==> config.mk <==
export PLATFORM = sky130hd
export DESIGN_NAME = cs_address_sequencer_flat
export DESIGN_NICKNAME = d
export VERILOG_FILES = /design/src/rtl/cs_seq_pkg.sv /design/src/rtl/cs_address_sequencer_if.sv /design/src/rtl/cs_next_addr_mux.sv /design/src/rtl/cs_address_sequencer.sv /design/src/flat_wrapper.sv
export SDC_FILE = /design/constraint.sdc
export NUM_CORES = 1
export LEC_CHECK = 0
export ABC_AREA = 1
export CORE_ASPECT_RATIO = 0.6
export CORE_MARGIN = 2
export CORE_UTILIZATION = 47
export DETAILED_ROUTE_END_ITERATION = 8
export PLACE_DENSITY = 0.94
export SLEW_MARGIN = 15
export SYNTH_ARGS = -nofsm -noshare
export SYNTH_HDL_FRONTEND = slang
export SYNTH_SLANG_ARGS = --single-unit
==> constraint.sdc <==
create_clock -name CS_SEQ_CLOCK_50 -period 4.4 [get_ports CS_SEQ_CLOCK_50]
set_clock_uncertainty 0.2 [all_clocks]
set_input_delay 0.88 -clock CS_SEQ_CLOCK_50 [delete_from_list [all_inputs] [get_ports CS_SEQ_CLOCK_50]]
set_output_delay 0.88 -clock CS_SEQ_CLOCK_50 [all_outputs]
set_load 0.02 [all_outputs]
==> src/rtl/cs_seq_pkg.sv <==
// rtl/cs_seq_pkg.sv - shared state codes, branch conditions and decode constants for the sequencer
package cs_seq_pkg;

  // Sequencer state codes, visible on the state output bus
  typedef enum logic [1:0] {
    ST_INIT    = 2'b00,
    ST_RUN     = 2'b01,
    ST_MEMWAIT = 2'b10,
    ST_HALT    = 2'b11
  } state_t;

  // MIR condition field encodings
  localparam logic [2:0] COND_NEXT   = 3'b000;
  localparam logic [2:0] COND_IF_N   = 3'b001;
  localparam logic [2:0] COND_IF_Z   = 3'b010;
  localparam logic [2:0] COND_IF_V   = 3'b011;
  localparam logic [2:0] COND_IF_C   = 3'b100;
  localparam logic [2:0] COND_IF_IMM = 3'b101;
  localparam logic [2:0] COND_JUMP   = 3'b110;
  localparam logic [2:0] COND_DECODE = 3'b111;

  // Decode dispatch address is {prefix, opcode, suffix}
  localparam logic       DECODE_PREFIX = 1'b1;
  localparam logic [1:0] DECODE_SUFFIX = 2'b00;

  // Number of MEMWAIT cycles without an ack before the sequencer gives up
  localparam logic [7:0] TIMEOUT_LIMIT = 8'd255;

endpackage

==> src/rtl/cs_address_sequencer_if.sv <==
// rtl/cs_address_sequencer_if.sv - MIR/memory/halt inputs and CSAR/status outputs of the sequencer
interface cs_address_sequencer_if #(
  parameter int DATAWIDTH_JUMPADDRESS = 11,
  parameter int DATAWIDTH_CONDITION   = 3,
  parameter int DATAWIDTH_DECODEROP   = 8
);

  logic [DATAWIDTH_CONDITION-1:0]   CS_SEQ_Condition_InBus;
  logic [DATAWIDTH_JUMPADDRESS-1:0] CS_SEQ_JumpAddress_InBus;
  logic [DATAWIDTH_DECODEROP-1:0]   CS_SEQ_DecodeOp_InBus;
  logic [3:0]                       CS_SEQ_Flags_InBus;
  logic                             CS_SEQ_IR13_In;
  logic                             CS_SEQ_MemRequest_In;
  logic                             CS_SEQ_MemAck_In;
  logic                             CS_SEQ_Halt_In;
  logic [DATAWIDTH_JUMPADDRESS-1:0] CS_SEQ_CSAddress_OutBus;
  logic                             CS_SEQ_MIRLoad_Out;
  logic [1:0]                       CS_SEQ_State_OutBus;
  logic                             CS_SEQ_Error_Out;

  // Datapath/microcode side: drives MIR fields, memory handshake and halt
  modport master (
    output CS_SEQ_Condition_InBus, CS_SEQ_JumpAddress_InBus, CS_SEQ_DecodeOp_InBus,
           CS_SEQ_Flags_InBus, CS_SEQ_IR13_In, CS_SEQ_MemRequest_In,
           CS_SEQ_MemAck_In, CS_SEQ_Halt_In,
    input  CS_SEQ_CSAddress_OutBus, CS_SEQ_MIRLoad_Out, CS_SEQ_State_OutBus,
           CS_SEQ_Error_Out
  );

  // Sequencer side
  modport slave (
    input  CS_SEQ_Condition_InBus, CS_SEQ_JumpAddress_InBus, CS_SEQ_DecodeOp_InBus,
           CS_SEQ_Flags_InBus, CS_SEQ_IR13_In, CS_SEQ_MemRequest_In,
           CS_SEQ_MemAck_In, CS_SEQ_Halt_In,
    output CS_SEQ_CSAddress_OutBus, CS_SEQ_MIRLoad_Out, CS_SEQ_State_OutBus,
           CS_SEQ_Error_Out
  );

endinterface

==> src/rtl/cs_next_addr_mux.sv <==
// rtl/cs_next_addr_mux.sv - combinational next control-store address selection
module cs_next_addr_mux
  import cs_seq_pkg::*;
#(
  parameter int DATAWIDTH_JUMPADDRESS = 11,
  parameter int DATAWIDTH_CONDITION   = 3,
  parameter int DATAWIDTH_DECODEROP   = 8
) (
  input  logic [DATAWIDTH_JUMPADDRESS-1:0] csar,
  input  logic [DATAWIDTH_CONDITION-1:0]   cond,
  input  logic [DATAWIDTH_JUMPADDRESS-1:0] jump,
  input  logic [DATAWIDTH_DECODEROP-1:0]   decode_op,
  input  logic [3:0]                       flags,
  input  logic                             ir13,
  output logic [DATAWIDTH_JUMPADDRESS-1:0] next_addr
);

  logic [DATAWIDTH_JUMPADDRESS-1:0] incr_addr;
  logic [DATAWIDTH_JUMPADDRESS-1:0] decode_addr;
  logic [2:0]                       sel;
  logic                             flag_n;
  logic                             flag_z;
  logic                             flag_v;
  logic                             flag_c;

  // Sequential address wraps naturally at the address width
  assign incr_addr   = csar + DATAWIDTH_JUMPADDRESS'(1);
  assign decode_addr = DATAWIDTH_JUMPADDRESS'({DECODE_PREFIX, decode_op, DECODE_SUFFIX});
  assign sel         = 3'(cond);
  assign {flag_n, flag_z, flag_v, flag_c} = flags;

  // Pick the branch target according to the MIR condition field
  always_comb begin
    next_addr = incr_addr;
    case (sel)
      COND_NEXT:   next_addr = incr_addr;
      COND_IF_N:   next_addr = flag_n ? jump : incr_addr;
      COND_IF_Z:   next_addr = flag_z ? jump : incr_addr;
      COND_IF_V:   next_addr = flag_v ? jump : incr_addr;
      COND_IF_C:   next_addr = flag_c ? jump : incr_addr;
      COND_IF_IMM: next_addr = ir13 ? jump : incr_addr;
      COND_JUMP:   next_addr = jump;
      COND_DECODE: next_addr = decode_addr;
      default:     next_addr = incr_addr;
    endcase
  end

endmodule

==> src/rtl/cs_address_sequencer.sv <==
// rtl/cs_address_sequencer.sv - microcode sequencer FSM and CSAR; optional CS_SEQ_MEMTIMEOUT_EN memory timeout
module cs_address_sequencer
  import cs_seq_pkg::*;
#(
  parameter int DATAWIDTH_JUMPADDRESS = 11,
  parameter int DATAWIDTH_CONDITION   = 3,
  parameter int DATAWIDTH_DECODEROP   = 8
) (
  input  logic                         CS_SEQ_CLOCK_50,
  input  logic                         CS_SEQ_ResetInLow_In,
  cs_address_sequencer_if.slave        bus
);

  state_t                           state;
  state_t                           state_nx;
  logic [DATAWIDTH_JUMPADDRESS-1:0] csar;
  logic [DATAWIDTH_JUMPADDRESS-1:0] csar_nx;
  logic [DATAWIDTH_JUMPADDRESS-1:0] next_addr;
  logic                             mem_stall;

  // A request that is not acknowledged in the same cycle forces a wait state
  assign mem_stall = bus.CS_SEQ_MemRequest_In && !bus.CS_SEQ_MemAck_In;

  cs_next_addr_mux #(
    .DATAWIDTH_JUMPADDRESS (DATAWIDTH_JUMPADDRESS),
    .DATAWIDTH_CONDITION   (DATAWIDTH_CONDITION),
    .DATAWIDTH_DECODEROP   (DATAWIDTH_DECODEROP)
  ) u_next_addr_mux (
    .csar      (csar),
    .cond      (bus.CS_SEQ_Condition_InBus),
    .jump      (bus.CS_SEQ_JumpAddress_InBus),
    .decode_op (bus.CS_SEQ_DecodeOp_InBus),
    .flags     (bus.CS_SEQ_Flags_InBus),
    .ir13      (bus.CS_SEQ_IR13_In),
    .next_addr (next_addr)
  );

`ifdef CS_SEQ_MEMTIMEOUT_EN
  logic [7:0] wait_cnt;
  logic       timeout;
  logic       error;
  logic       error_nx;

  assign timeout = (wait_cnt == TIMEOUT_LIMIT - 8'd1);

  // Count unacknowledged MEMWAIT cycles, restarting on every entry into MEMWAIT
  always_ff @(posedge CS_SEQ_CLOCK_50 or negedge CS_SEQ_ResetInLow_In) begin
    if (!CS_SEQ_ResetInLow_In) begin
      wait_cnt <= 8'd0;
    end else if (state != ST_MEMWAIT && state_nx == ST_MEMWAIT) begin
      wait_cnt <= 8'd0;
    end else if (state == ST_MEMWAIT && !bus.CS_SEQ_MemAck_In) begin
      wait_cnt <= wait_cnt + 8'd1;
    end
  end

  // Sticky timeout flag, cleared only by reset
  always_ff @(posedge CS_SEQ_CLOCK_50 or negedge CS_SEQ_ResetInLow_In) begin
    if (!CS_SEQ_ResetInLow_In) begin
      error <= 1'b0;
    end else begin
      error <= error_nx;
    end
  end

  assign bus.CS_SEQ_Error_Out = error;
`else
  assign bus.CS_SEQ_Error_Out = 1'b0;
`endif

  // State and CSAR registers
  always_ff @(posedge CS_SEQ_CLOCK_50 or negedge CS_SEQ_ResetInLow_In) begin
    if (!CS_SEQ_ResetInLow_In) begin
      state <= ST_INIT;
      csar  <= '0;
    end else begin
      state <= state_nx;
      csar  <= csar_nx;
    end
  end

  // Next state and next CSAR; memory wait outranks halt, halt holds CSAR
  always_comb begin
    state_nx = state;
    csar_nx  = csar;
`ifdef CS_SEQ_MEMTIMEOUT_EN
    error_nx = error;
`endif
    case (state)
      ST_INIT: begin
        state_nx = ST_RUN;
      end
      ST_RUN: begin
        if (mem_stall) begin
          state_nx = ST_MEMWAIT;
        end else if (!bus.CS_SEQ_MemRequest_In && bus.CS_SEQ_Halt_In) begin
          state_nx = ST_HALT;
        end else begin
          csar_nx = next_addr;
        end
      end
      ST_MEMWAIT: begin
        if (bus.CS_SEQ_MemAck_In) begin
          state_nx = ST_RUN;
          csar_nx  = next_addr;
        end
`ifdef CS_SEQ_MEMTIMEOUT_EN
        else if (timeout) begin
          state_nx = ST_HALT;
          error_nx = 1'b1;
        end
`endif
      end
      ST_HALT: begin
        if (!bus.CS_SEQ_Halt_In) begin
          state_nx = ST_RUN;
        end
      end
      default: begin
        state_nx = ST_INIT;
      end
    endcase
  end

  assign bus.CS_SEQ_CSAddress_OutBus = csar;
  assign bus.CS_SEQ_State_OutBus     = state;
  assign bus.CS_SEQ_MIRLoad_Out      = (state == ST_RUN);

endmodule

==> src/flat_wrapper.sv <==
// flat-port wrapper written by rule: the top's interface ports become plain ports
module cs_address_sequencer_flat import cs_seq_pkg::*;
#(
  parameter int DATAWIDTH_JUMPADDRESS = 11,
  parameter int DATAWIDTH_CONDITION   = 3,
  parameter int DATAWIDTH_DECODEROP   = 8
)
  (CS_SEQ_CLOCK_50, CS_SEQ_ResetInLow_In, bus_CS_SEQ_Condition_InBus, bus_CS_SEQ_JumpAddress_InBus, bus_CS_SEQ_DecodeOp_InBus, bus_CS_SEQ_Flags_InBus, bus_CS_SEQ_IR13_In, bus_CS_SEQ_MemRequest_In, bus_CS_SEQ_MemAck_In, bus_CS_SEQ_Halt_In, bus_CS_SEQ_CSAddress_OutBus, bus_CS_SEQ_MIRLoad_Out, bus_CS_SEQ_State_OutBus, bus_CS_SEQ_Error_Out);
  cs_address_sequencer_if #(.DATAWIDTH_JUMPADDRESS(DATAWIDTH_JUMPADDRESS), .DATAWIDTH_CONDITION(DATAWIDTH_CONDITION), .DATAWIDTH_DECODEROP(DATAWIDTH_DECODEROP)) bus_i ();
  input  logic CS_SEQ_CLOCK_50;
  input  logic CS_SEQ_ResetInLow_In;
  input wire logic [$bits(bus_i.CS_SEQ_Condition_InBus)-1:0] bus_CS_SEQ_Condition_InBus;
  input wire logic [$bits(bus_i.CS_SEQ_JumpAddress_InBus)-1:0] bus_CS_SEQ_JumpAddress_InBus;
  input wire logic [$bits(bus_i.CS_SEQ_DecodeOp_InBus)-1:0] bus_CS_SEQ_DecodeOp_InBus;
  input wire logic [$bits(bus_i.CS_SEQ_Flags_InBus)-1:0] bus_CS_SEQ_Flags_InBus;
  input wire logic [$bits(bus_i.CS_SEQ_IR13_In)-1:0] bus_CS_SEQ_IR13_In;
  input wire logic [$bits(bus_i.CS_SEQ_MemRequest_In)-1:0] bus_CS_SEQ_MemRequest_In;
  input wire logic [$bits(bus_i.CS_SEQ_MemAck_In)-1:0] bus_CS_SEQ_MemAck_In;
  input wire logic [$bits(bus_i.CS_SEQ_Halt_In)-1:0] bus_CS_SEQ_Halt_In;
  output wire logic [$bits(bus_i.CS_SEQ_CSAddress_OutBus)-1:0] bus_CS_SEQ_CSAddress_OutBus;
  output wire logic [$bits(bus_i.CS_SEQ_MIRLoad_Out)-1:0] bus_CS_SEQ_MIRLoad_Out;
  output wire logic [$bits(bus_i.CS_SEQ_State_OutBus)-1:0] bus_CS_SEQ_State_OutBus;
  output wire logic [$bits(bus_i.CS_SEQ_Error_Out)-1:0] bus_CS_SEQ_Error_Out;
  assign bus_i.CS_SEQ_Condition_InBus = bus_CS_SEQ_Condition_InBus;
  assign bus_i.CS_SEQ_JumpAddress_InBus = bus_CS_SEQ_JumpAddress_InBus;
  assign bus_i.CS_SEQ_DecodeOp_InBus = bus_CS_SEQ_DecodeOp_InBus;
  assign bus_i.CS_SEQ_Flags_InBus = bus_CS_SEQ_Flags_InBus;
  assign bus_i.CS_SEQ_IR13_In = bus_CS_SEQ_IR13_In;
  assign bus_i.CS_SEQ_MemRequest_In = bus_CS_SEQ_MemRequest_In;
  assign bus_i.CS_SEQ_MemAck_In = bus_CS_SEQ_MemAck_In;
  assign bus_i.CS_SEQ_Halt_In = bus_CS_SEQ_Halt_In;
  assign bus_CS_SEQ_CSAddress_OutBus = bus_i.CS_SEQ_CSAddress_OutBus;
  assign bus_CS_SEQ_MIRLoad_Out = bus_i.CS_SEQ_MIRLoad_Out;
  assign bus_CS_SEQ_State_OutBus = bus_i.CS_SEQ_State_OutBus;
  assign bus_CS_SEQ_Error_Out = bus_i.CS_SEQ_Error_Out;
  cs_address_sequencer #(.DATAWIDTH_JUMPADDRESS(DATAWIDTH_JUMPADDRESS), .DATAWIDTH_CONDITION(DATAWIDTH_CONDITION), .DATAWIDTH_DECODEROP(DATAWIDTH_DECODEROP)) u_core (.CS_SEQ_CLOCK_50(CS_SEQ_CLOCK_50), .CS_SEQ_ResetInLow_In(CS_SEQ_ResetInLow_In), .bus(bus_i));
endmodule
==> impl_summary.log, run 1 <==
INFO  metric design.portCount = 47
INFO  metric rsz0062_at_grt = false
INFO  metric die-area = 3035 µm²
INFO  metric min_period_over_period = about three fifths
INFO  metric synth_cell_types = 29
INFO  metric layout-drive-gt1-share = between 10% and 20%
INFO  metric num_vias = 1427
INFO  metric syn_area_per_cell = 6.295 µm²
INFO  metric vdd_ir_drop_max = approximately 0.24 mV
INFO  metric timing.reg2reg.worst_path_depth = 10
INFO  metric regToRegStartpoint = u_core.bus.CS_SEQ_CSAddress_OutBus[0]
INFO  metric first_pass_iters = 4
INFO  metric synthDominantCellAreaShare = 26.64%
INFO  metric grt_first_pass_wirelength = between 5000 and 6000 µm
INFO  metric postCtsHoldBufs = 0
INFO  metric synth.largest_area_cell = sky130_fd_sc_hd__dfrtp_1
INFO  metric post_cts.repair.setup_buffers = 0
INFO  metric cts.clk_slew.worst_paths = about 60 ps
INFO  metric most_common_library_cell_in_the_layout_ignoring_fill_and_taps = sky130_fd_sc_hd__nand2_1
INFO  metric dominant_combinational_cell_family_by_area_after_synthesis = simple AND/OR/NAND/NOR gates
INFO  metric post_synth_and_or_nand_nor_area_fraction = 51.64%
INFO  metric startpoint_type = primary input
INFO  metric static-leakage-power = 0.8153 nW
INFO  metric crit_start = bus_CS_SEQ_Condition_InBus[1]
INFO  metric groute.usage.overall = 23.81%
INFO  metric result_of_the_run = finished clean
INFO  metric detail_route.vias_per_cell = around 5.3
INFO  metric cts_tree = done
INFO  metric gpl.final_weighted_congestion = 0.9170
INFO  metric port-buffer-count = 45
INFO  metric clock_tree.buffer_depth = 2
INFO  metric timing.critical_path.slowest_stage_cell = sky130_fd_sc_hd__clkdlybuf4s50_1
INFO  metric setup_viol = 0
INFO  metric timing_hold_violations_final = 0
INFO  metric initial_core_util = 49.09%
INFO  metric grt_start_max_net_pins = 16
INFO  metric critical_path_class = in2reg
INFO  metric synth_fa_ha_area_share = 1.025%
INFO  metric ys_seq_area_share = between 20% and 30%
INFO  metric grt_antenna_before_repair = 0
INFO  metric critical_path.cell_chain = clkdlybuf4s50_1 > nor2_2 > nand3_1 > nand2_1 > nor2_1 > nand2_1 > nand2_1 > nand2_1 > nand2_1 > nand2_1 > nand2_1 > nand2_1
INFO  metric postCtsResizedCells = 0
INFO  metric timing.critical_path.max_delay_family = simple AND/OR/NAND/NOR gates
INFO  metric synth-compound-area-share = 8.709%
INFO  metric wirelength = 3408 µm
INFO  metric via_count_of_the_first_global_routing_pass = approximately 1200
INFO  metric drv_cap = 0
INFO  metric n_antenna_cell = 0
INFO  metric post_synth_xor_area_fraction = 2.152%
INFO  metric cp_num_buf_inv = 1
INFO  metric type_of_the_tightest_min_delay_check = reg2reg
INFO  metric synth_cells = 194
INFO  metric finalSetupTns = 0 ps
INFO  metric cts-root-buf = sky130_fd_sc_hd__clkbuf_8
INFO  metric clkLatencyLatePin = between 200 and 250 ps
INFO  metric critical_path.endpoint_type = flip-flop
INFO  metric most-common-layout-cells = 61 x sky130_fd_sc_hd__nand2_1, 45 x sky130_fd_sc_hd__clkdlybuf4s50_1, 31 x sky130_fd_sc_hd__nor2_1
INFO  metric post_drt_wl_per_cell = 12.62 µm
INFO  metric reg2reg_setup_slack = ~2600 ps
INFO  metric yosys-top-cells-area = sky130_fd_sc_hd__dfrtp_1 27%, sky130_fd_sc_hd__nand2_1 19%, sky130_fd_sc_hd__nor2_1 9.5%
INFO  metric timing.rr.end = u_core.bus.CS_SEQ_CSAddress_OutBus[10]
INFO  metric route.antenna.remaining_nets = 0
INFO  metric num_rows = 14
INFO  metric mux_contribution_to_synthesized_area = 0%
INFO  metric timing.hold.worst_path_depth = 2
INFO  metric cp-endpoint = u_core.bus.CS_SEQ_CSAddress_OutBus[5]
INFO  metric holdWs = 329.4 ps
INFO  metric crit_path_max_incr_delay = between 500 and 600 ps
INFO  metric net_count_after_synthesis = 227
INFO  metric die_height = ~43 µm
INFO  metric design.core.area = 2487 µm²
INFO  metric postSynthRegisterBits = 13
INFO  metric clkSinkCount = 13
INFO  metric crit_path_max_fanout = 11
INFO  metric power.density = 523.4 nW/µm²
INFO  metric final_max_slew_viol_count = 0
INFO  metric ys_warn_count = 0
INFO  metric maxSlewHeadroom = 56.83%
INFO  metric initialDrtViolationCount = 114
INFO  metric crit_arrival = ~2700 ps
INFO  metric min_period = 2704 ps
INFO  metric hpwlAfterDp = 2711 µm
INFO  metric grt_overflow_total = 0
INFO  metric critical_path.most_common_cell = sky130_fd_sc_hd__nand2_1
INFO  metric drcViolationCount = 0
INFO  metric synthToLayoutAreaGrowth = 40.16%
INFO  metric h-tree-depth = 1
INFO  metric die_width = 69.81 µm
INFO  metric cp_data_required_time = 4390 ps
INFO  metric num-nets-final = 272
INFO  metric cp_num_cells = 12
INFO  metric cts_buffers = 3
INFO  metric syn_area = 1221 µm²
INFO  metric worstMarginPinSlew = 645.5 ps
INFO  metric fmax = roughly 370 MHz
## power breakdown
group	internal, W	switching, W
clock network	0.0000641	0.0000450
registers	0.000175	0.0000767
logic	0.000235	0.000300
## flip-flops by register name, summed over array words and instances (netlist names)
register and count:
u_core.bus.CS_SEQ_State_OutBus 2, u_core.bus.CS_SEQ_CSAddress_OutBus 11
## per-layer routing
layer	routed length (µm)	vias up	GRT usage, %
met5	0	-	0
met2	1485	74	38.29
met4	8	0	4.231
li1	-	712	-
met1	1586	638	33.09
met3	326	3	6.512
## tightest hold or removal path, delay by kind of cell (launching register included)
kind	cells	cell delay, ps
DFF	1	380
and+or+nand+nor	2	110
## cell type report
type,count,area (µm²)
fillers,213,775.7
well taps,32,40.04
multi-input cells,157,779.5
clock buffers,4,45.04
repair buffers,45,450.4
flip-flops and latches,13,325.3
inverters,19,71.32
## worst min path at each step
stage	slack [ps]	to	start
2_1_floorplan	380	u_core.bus.CS_SEQ_CSAddress_OutBus[0]	CS_SEQ_ResetInLow_In
3_3_place_gp	310	u_core.bus.CS_SEQ_CSAddress_OutBus[10]	u_core.bus.CS_SEQ_CSAddress_OutBus[10]
3_5_place_dp	320	u_core.bus.CS_SEQ_CSAddress_OutBus[10]	u_core.bus.CS_SEQ_CSAddress_OutBus[10]
4_1_cts	330	u_core.bus.CS_SEQ_CSAddress_OutBus[10]	u_core.bus.CS_SEQ_CSAddress_OutBus[10]
5_1_grt	370	u_core.bus.CS_SEQ_CSAddress_OutBus[10]	u_core.bus.CS_SEQ_CSAddress_OutBus[10]
6_report	330	u_core.bus.CS_SEQ_CSAddress_OutBus[10]	u_core.bus.CS_SEQ_CSAddress_OutBus[10]
## cells in the mapped netlist (all sizes together)
| library cell | count |
|---|---|
| xor2 | 2 |
| nor2 | 36 |
| nand3b | 4 |
| conb | 1 |
| o21ai | 5 |
| nand2 | 67 |
| nand3 | 16 |
| a22oi | 2 |
| nand4 | 5 |
| ha | 1 |
| nor3 | 3 |
| a21oi | 7 |
| inv | 19 |
| or2 | 3 |
| a31o | 1 |
| dfrtp | 13 |
| buf | 5 |
| xnor2 | 1 |
| a31oi | 3 |
## metrics by stage
stage	std cells	setup slack [ps]	utilization, %	cell area, µm²	power, W
3_5_place_dp	266	1501	67.00	1667	0.0007824
4_1_cts	270	1736	68.81	1712	0.0008942
3_3_place_gp	266	1545	67.00	1667	0.0007606
2_1_floorplan	194	2333	-	1221	0.0005727
6_report	270	1696	68.81	1712	0.0008960
5_1_grt	270	1550	68.81	1712	0.0009630
## cell families (layout without fill, tap and decap cells)
kind of cell	after synthesis	after routing
fa+ha+maj	1	1
flops	13	13
buf+inv	24	68
simple gates	134	134
other cells	1	1
xor+xnor	3	3
compound gates	18	18
No activity file was read; power rests on OpenSTA's default activity.
==> run 2, diff against run 1 <==
--- a/config.mk
+++ b/config.mk
@@ -8,9 +8,9 @@
 export ABC_AREA = 1
 export CORE_ASPECT_RATIO = 0.6
 export CORE_MARGIN = 2
-export CORE_UTILIZATION = 47
+export CORE_UTILIZATION = 40
 export DETAILED_ROUTE_END_ITERATION = 8
-export PLACE_DENSITY = 0.94
+export PLACE_DENSITY = 0.86
 export SLEW_MARGIN = 15
 export SYNTH_ARGS = -nofsm -noshare
 export SYNTH_HDL_FRONTEND = slang
==> constraint.sdc (replaced) <==
create_clock -name CS_SEQ_CLOCK_50 -period 2.4 [get_ports CS_SEQ_CLOCK_50]
set_clock_uncertainty 0.2 [all_clocks]
set_input_delay 0.48 -clock CS_SEQ_CLOCK_50 [delete_from_list [all_inputs] [get_ports CS_SEQ_CLOCK_50]]
set_output_delay 0.48 -clock CS_SEQ_CLOCK_50 [all_outputs]
set_load 0.02 [all_outputs]
==> impl_summary.log, run 2 (synthesis results as in run 1) <==
INFO  metric clkSinkCount = 13 (unchanged)
INFO  metric final.fill_count = 261 (+23%)
INFO  metric number_of_flip_flops_under_the_largest_register_name = 11 (unchanged)
INFO  metric die_width = 75.33 µm (+7.9%)
INFO  metric result_of_the_run = finished clean
INFO  metric die_height = 46.80 µm (+7.6%)
INFO  metric synthToLayoutAreaGrowth = 46.52%
INFO  metric timing_hold_violations_final = 0 (unchanged)
INFO  metric num_rows = 15 (+1)
INFO  metric initial_core_util = 42.25% (-6.8 points)
INFO  metric wirelength = 3259 µm (-4.4%)
INFO  metric first_pass_iters = 4 (unchanged)
INFO  metric post-layout-total-power = 0.001630 W (+82%)
INFO  metric cts.clk_slew.worst_paths = 50 ps (about the same)
INFO  metric die-area = 3525 µm² (+16%)
INFO  metric layout-drive-gt1-share = 13.88% (+2.5 points)
INFO  metric clock_tree.buffer_depth = 2 (unchanged)
INFO  metric most-common-layout-cells = 61 x sky130_fd_sc_hd__nand2_1, 45 x sky130_fd_sc_hd__clkdlybuf4s50_1, 31 x sky130_fd_sc_hd__nor2_1
INFO  metric critical_path.endpoint_type = flip-flop
INFO  metric rsz0062_at_grt = false
INFO  metric drcViolationCount = 0 (unchanged)
INFO  metric multi_input_comb_area = 779.5 µm² (unchanged)
INFO  metric cts-root-buf = sky130_fd_sc_hd__clkbuf_8
INFO  metric initialDrtViolationCount = 101 (-11%)
INFO  metric postCtsResizedCells = 0 (unchanged)
INFO  metric design.core.area = 2890 µm² (+16%)
INFO  metric grt_overflow_total = 0 (unchanged)
INFO  metric final_max_slew_viol_count = 0 (unchanged)
INFO  metric static-leakage-power = 0.8524 nW (+4.6%)
INFO  metric cts_tree = done
INFO  metric port-buffer-count = 45 (unchanged)
INFO  metric clkLatencyLatePin = 240 ps (about the same)
INFO  metric finalSetupTns = 0 ps (unchanged)
INFO  metric critical_path_class = in2reg
INFO  metric vdd_ir_drop_max = 0.4699 mV (+94%)
INFO  metric most_common_library_cell_in_the_layout_ignoring_fill_and_taps = sky130_fd_sc_hd__nand2_1
INFO  metric crit_path_max_fanout = 8 (-3)
INFO  metric num-nets-final = 279 (+2.6%)
INFO  metric maxSlewHeadroom = 60.07% (+3.2 points)
INFO  metric power.density = 911.0 nW/µm² (+74%)
INFO  metric postCtsHoldBufs = 0 (unchanged)
INFO  metric drv_cap = 0 (unchanged)
INFO  metric h-tree-depth = 1 (unchanged)
INFO  metric fmax = 462.1 MHz
INFO  metric hpwlAfterDp = 2661 µm (-1.9%)
INFO  metric cp_data_required_time = 2340 ps (-2050 ps)
INFO  metric cts_buffers = 3 (unchanged)
INFO  metric min_period_over_period = 90.17%
INFO  metric groute.usage.overall = 20.44% (-3.4 points)
INFO  metric post_drt_wl_per_cell = 11.36 µm (-10%)
INFO  metric crit_arrival = 2100 ps (-590 ps)
INFO  metric grt_first_pass_wirelength = 5313 µm (-7.2%)
INFO  metric grt_start_max_net_pins = 16 (unchanged)
INFO  metric holdWs = 351.5 ps (+22.17 ps)
INFO  metric min_period = 2164 ps
INFO  metric grt_antenna_before_repair = 0 (unchanged)
INFO  metric num_vias = 1406 (-1.5%)
INFO  metric n_antenna_cell = 0 (unchanged)
INFO  metric type_of_the_tightest_min_delay_check = reg2reg
INFO  metric setup_viol = 0 (unchanged)
INFO  metric post_cts.repair.setup_buffers = 0 (unchanged)
INFO  metric gpl.final_weighted_congestion = 0.9431 (+2.8%)
INFO  metric via_count_of_the_first_global_routing_pass = 1153 (-6.8%)
INFO  metric startpoint_type = primary input
INFO  metric design.portCount = 47 (unchanged)
INFO  metric detail_route.vias_per_cell = 4.899 (-7.3%)
INFO  metric seq_area = 325.3 µm² (unchanged)
INFO  metric route.antenna.remaining_nets = 0 (unchanged)
INFO  metric worstMarginPinSlew = 597.1 ps (-48.37 ps)
run 2: cell types whose count changed in the layout (fill, tap and decap cells not counted), sizes merged:
| cell | before | now |
|---|---|---|
| buf | 0 | 7 |
run 2: per-stage QoR:
step / utilization [%] / worst slack [ps] / area (µm²) / cells
after detailed placement: 60.35 / 6.286 / 1744 / 283
final: 61.90 / 236.0 / 1789 / 287
after floorplan: - / 630.8 / 1221 / 194
after global placement: 60.35 / 51.64 / 1744 / 283
after global routing: 61.90 / 77.09 / 1789 / 287
after CTS: 61.90 / 252.0 / 1789 / 287
run 2: worst max-delay path, stage by stage:
cell                              delay, ps
sky130_fd_sc_hd__clkdlybuf4s50_1        700
sky130_fd_sc_hd__nor2_2                 110
sky130_fd_sc_hd__nand3_1                100
sky130_fd_sc_hd__nand2_1                 70
sky130_fd_sc_hd__nor2_1                  80
sky130_fd_sc_hd__nand2_1                 90
sky130_fd_sc_hd__buf_4                  170
sky130_fd_sc_hd__nand2_1                 50
sky130_fd_sc_hd__nand2_1                 40
sky130_fd_sc_hd__nand2_1                 50
sky130_fd_sc_hd__nand2_1                 40
sky130_fd_sc_hd__nand2_1                 50
sky130_fd_sc_hd__nand2_1                 50
run 2: worst paths after layout:
path,startpoint,to,slack [ps],depth (start not counted)
max,bus_CS_SEQ_Condition_InBus[1],u_core.bus.CS_SEQ_CSAddress_OutBus[5],240,13
min,u_core.bus.CS_SEQ_CSAddress_OutBus[10],u_core.bus.CS_SEQ_CSAddress_OutBus[10],350,2
max reg2reg,u_core.bus.CS_SEQ_CSAddress_OutBus[0],u_core.bus.CS_SEQ_CSAddress_OutBus[10],590,10
min reg2reg,u_core.bus.CS_SEQ_CSAddress_OutBus[10],u_core.bus.CS_SEQ_CSAddress_OutBus[10],350,2
max in group asynchronous,CS_SEQ_ResetInLow_In,u_core.bus.CS_SEQ_CSAddress_OutBus[0],1200,1
min in group asynchronous,CS_SEQ_ResetInLow_In,u_core.bus.CS_SEQ_CSAddress_OutBus[10],410,1
run 2: area by class of cell:
class | count | share of cell area (%)
multi-input combinational | 157 | 43.57
timing repair buffer | 52 | 28.81
sequential | 13 | 18.18
inverter | 19 | 3.986
tap | 42 | 2.937
clock buffer | 4 | 2.517
run 2: where the power goes:
part,internal (W),switching (W),total (W)
clock,0.000117,0.0000793,0.000197
combinational,0.000441,0.000538,0.000979
sequential,0.000322,0.000133,0.000454
run 2: per-layer routing:
metal	track usage, %	vias to the layer above	share of wire [%]
met4	2.105	0	0.061
met3	5.794	2	8.8
met1	31.84	605	50
met5	0	-	0
li1	-	731	-
met2	28.87	68	41
==> run 3, diff against run 2 <==
--- a/config.mk
+++ b/config.mk
@@ -8,9 +8,9 @@
 export ABC_AREA = 1
 export CORE_ASPECT_RATIO = 0.6
 export CORE_MARGIN = 2
-export CORE_UTILIZATION = 40
+export CORE_UTILIZATION = 47
 export DETAILED_ROUTE_END_ITERATION = 8
-export PLACE_DENSITY = 0.86
+export PLACE_DENSITY = 0.94
 export SLEW_MARGIN = 15
 export SYNTH_ARGS = -nofsm -noshare
 export SYNTH_HDL_FRONTEND = slang
==> constraint.sdc (replaced) <==
create_clock -name CS_SEQ_CLOCK_50 -period 2.6 [get_ports CS_SEQ_CLOCK_50]
set_clock_uncertainty 0.2 [all_clocks]
set_input_delay 0.52 -clock CS_SEQ_CLOCK_50 [delete_from_list [all_inputs] [get_ports CS_SEQ_CLOCK_50]]
set_output_delay 0.52 -clock CS_SEQ_CLOCK_50 [all_outputs]
set_load 0.02 [all_outputs]
==> impl_summary.log, run 3 (synthesis results as in run 1) <==
INFO  metric result_of_the_run = finished clean
INFO  metric clkSinkCount = 13 (unchanged)
INFO  metric final.fill_count = 207 (-21%)
INFO  metric layout.cells.non_filler = 270 (-5.9%)
INFO  metric grt_antenna_before_repair = 0 (unchanged)
INFO  metric critical_path.endpoint_type = flip-flop
INFO  metric post_drt_wl_per_cell = 12.52 µm (+10%)
INFO  metric min_period = between 2000 and 2500 ps
INFO  metric design.core.area = 2487 µm² (-14%)
INFO  metric postCtsResizedCells = 0 (unchanged)
INFO  metric hpwlAfterDp = 2712 µm (+1.9%)
INFO  metric crit_path_max_fanout = 11 (+3)
INFO  metric timing_hold_violations_final = 0 (unchanged)
INFO  metric num_rows = 14 (-1)
INFO  metric power.clock.fraction = 12.1% (about the same)
INFO  metric grt_start_max_net_pins = 16 (unchanged)
INFO  metric cp_data_required_time = 2520 ps (+180 ps)
INFO  metric vdd_ir_drop_max = 0.3996 mV (-15%)
INFO  metric fmax = 428.1 MHz
INFO  metric critical_path_class = in2reg
INFO  metric grt_overflow_total = 0 (unchanged)
INFO  metric design_area_final = 1712 µm² (-4.3%)
INFO  metric die_height = 43.49 µm (-7.1%)
INFO  metric startpoint_type = primary input
INFO  metric final_max_slew_viol_count = 0 (unchanged)
INFO  metric layout-drive-gt1-share = 11.34% (-2.5 points)
INFO  metric regToRegStartpoint = u_core.bus.CS_SEQ_CSAddress_OutBus[0]
INFO  metric detail_route.vias_per_cell = 5.219 (+6.5%)
INFO  metric number_of_flip_flops_under_the_largest_register_name = 11 (unchanged)
INFO  metric static-leakage-power = 0.8153 nW (-4.4%)
INFO  metric cellInternalPower = 0.0008039 W (-8.7%)
INFO  metric most-common-layout-cells = 61 x sky130_fd_sc_hd__nand2_1, 45 x sky130_fd_sc_hd__clkdlybuf4s50_1, 31 x sky130_fd_sc_hd__nor2_1
INFO  metric placed_area = 1667 µm² (-4.4%)
INFO  metric route.antenna.remaining_nets = 0 (unchanged)
INFO  metric power.switching = 0.0007143 W (-4.7%)
INFO  metric finalSetupTns = 0 ps (unchanged)
INFO  metric initial_core_util = 49.09% (+6.8 points)
INFO  metric n_antenna_cell = 0 (unchanged)
INFO  metric die-area = 3035 µm² (-14%)
INFO  metric power_switching_share = 47.05% (+1.1 points)
INFO  metric design.portCount = 47 (unchanged)
INFO  metric port-buffer-count = 45 (unchanged)
INFO  metric clkLatencyLatePin = 240 ps (about the same)
INFO  metric num-nets-final = 272 (-2.5%)
INFO  metric cts_buffers = 3 (unchanged)
INFO  metric num_vias = 1409 (+0.21%)
INFO  metric holdWs = 331.2 ps (-20.36 ps)
INFO  metric worstMarginPinSlew = 654.8 ps (+57.69 ps)
INFO  metric maxSlewHeadroom = 56.21% (-3.9 points)
INFO  metric post_cts.repair.setup_buffers = 0 (unchanged)
INFO  metric cts_tree = done
INFO  metric most_common_library_cell_in_the_layout_ignoring_fill_and_taps = sky130_fd_sc_hd__nand2_1
INFO  metric hold_path.startpoint = u_core.bus.CS_SEQ_CSAddress_OutBus[10]
INFO  metric initialDrtViolationCount = 142 (+41%)
INFO  metric h-tree-depth = 1 (unchanged)
INFO  metric synthToLayoutAreaGrowth = 40.16%
INFO  metric comb_power_share = 59.8% (-0.3 points)
INFO  metric groute.usage.overall = 23.26% (+2.8 points)
INFO  metric place_inst = 266 (-6.0%)
INFO  metric cts.clk_slew.worst_paths = 60 ps (about the same)
INFO  metric postCtsHoldBufs = 0 (unchanged)
INFO  metric type_of_the_tightest_min_delay_check = reg2reg
INFO  metric setup_viol = 0 (unchanged)
INFO  metric first_pass_iters = 5 (+1)
INFO  metric min_period_over_period = 89.84%
INFO  metric crit_arrival = 2260 ps (+160 ps)
INFO  metric power.density = 887.0 nW/µm² (-2.6%)
INFO  metric seqPwrFrac = 28.1% (+0.2 points)
INFO  metric die_width = 69.81 µm (-7.3%)
INFO  metric rsz0062_at_grt = false
INFO  metric post-layout-total-power = 0.001518 W (-6.9%)
INFO  metric gpl.final_weighted_congestion = 0.9194 (-2.5%)
INFO  metric via_count_of_the_first_global_routing_pass = 1248 (+8.2%)
INFO  metric clock_tree.buffer_depth = 2 (unchanged)
INFO  metric grt_first_pass_wirelength = 5651 µm (+6.4%)
INFO  metric wirelength = 3381 µm (+3.7%)
INFO  metric crit_start = bus_CS_SEQ_Condition_InBus[0]
INFO  metric cts-root-buf = sky130_fd_sc_hd__clkbuf_8
INFO  metric drcViolationCount = 0 (unchanged)
INFO  metric drv_cap = 0 (unchanged)
-- run 3: cell count changes in the layout (fill, tap and decap cells not counted) --
| cell | before | now |
|---|---|---|
| sky130_fd_sc_hd__buf_12 | 1 | 0 |
| sky130_fd_sc_hd__buf_4 | 6 | 0 |
-- run 3: cell type report --
| type | instances | area [µm²] | share of cell area [%] |
|---|---|---|---|
| clock buffers | 4 | 45.04 | 2.632 |
| inverters | 19 | 71.32 | 4.167 |
| multi-input cells | 157 | 779.5 | 45.54 |
| flip-flops and latches | 13 | 325.3 | 19.01 |
| well taps | 32 | 40.04 | 2.339 |
| repair buffers | 45 | 450.4 | 26.32 |
-- run 3: path summary, 6_finish.rpt --
| kind | depth (start not counted) | slack, ps | end |
|---|---|---|---|
| worst max-delay path | 8 | 260 | u_core.bus.CS_SEQ_CSAddress_OutBus[3] |
| min in group asynchronous | 1 | 480 | u_core.bus.CS_SEQ_CSAddress_OutBus[6] |
| worst max register to register | 10 | 720 | u_core.bus.CS_SEQ_CSAddress_OutBus[10] |
| worst min register to register | 2 | 330 | u_core.bus.CS_SEQ_CSAddress_OutBus[10] |
| worst min-delay path | 2 | 330 | u_core.bus.CS_SEQ_CSAddress_OutBus[10] |
| max in group asynchronous | 1 | 1300 | u_core.bus.CS_SEQ_State_OutBus[1] |
-- run 3: layer usage --
metal | vias to the layer above | track usage [%] | share of wire (%)
met3 | 0 | 5.814 | 9.3
met4 | 0 | 1.923 | 0
met2 | 74 | 37.33 | 45
met1 | 626 | 33.53 | 46
met5 | - | 0 | 0
li1 | 709 | - | -
-- run 3: metrics by stage --
stage	utilization, %	setup slack, ps
2_1_floorplan	-	830.8
5_1_grt	68.81	115.6
6_report	68.81	264.2
4_1_cts	68.81	316.6
3_5_place_dp	67.00	55.13
3_3_place_gp	67.00	109.7
-- run 3: power by group through the flow --
stage / Combinational, W / Clock [W] / Sequential [W]
finish: 0.000908 / 0.000183 / 0.000427
floorplan: 0.000461 / 0 / 0.000508
CTS: 0.000906 / 0.000188 / 0.000421
global placement: 0.000871 / 0 / 0.000417
global route: 0.000999 / 0.000197 / 0.000440
detailed placement: 0.000899 / 0 / 0.000425
-- run 3: worst max-delay path: stages --
cell	delay, ps
sky130_fd_sc_hd__clkdlybuf4s50_1	680
sky130_fd_sc_hd__inv_2	140
sky130_fd_sc_hd__nand4_1	110
sky130_fd_sc_hd__nand2_1	60
sky130_fd_sc_hd__nor2_1	80
sky130_fd_sc_hd__nand2_1	270
sky130_fd_sc_hd__a22oi_1	300
sky130_fd_sc_hd__a21oi_1	90
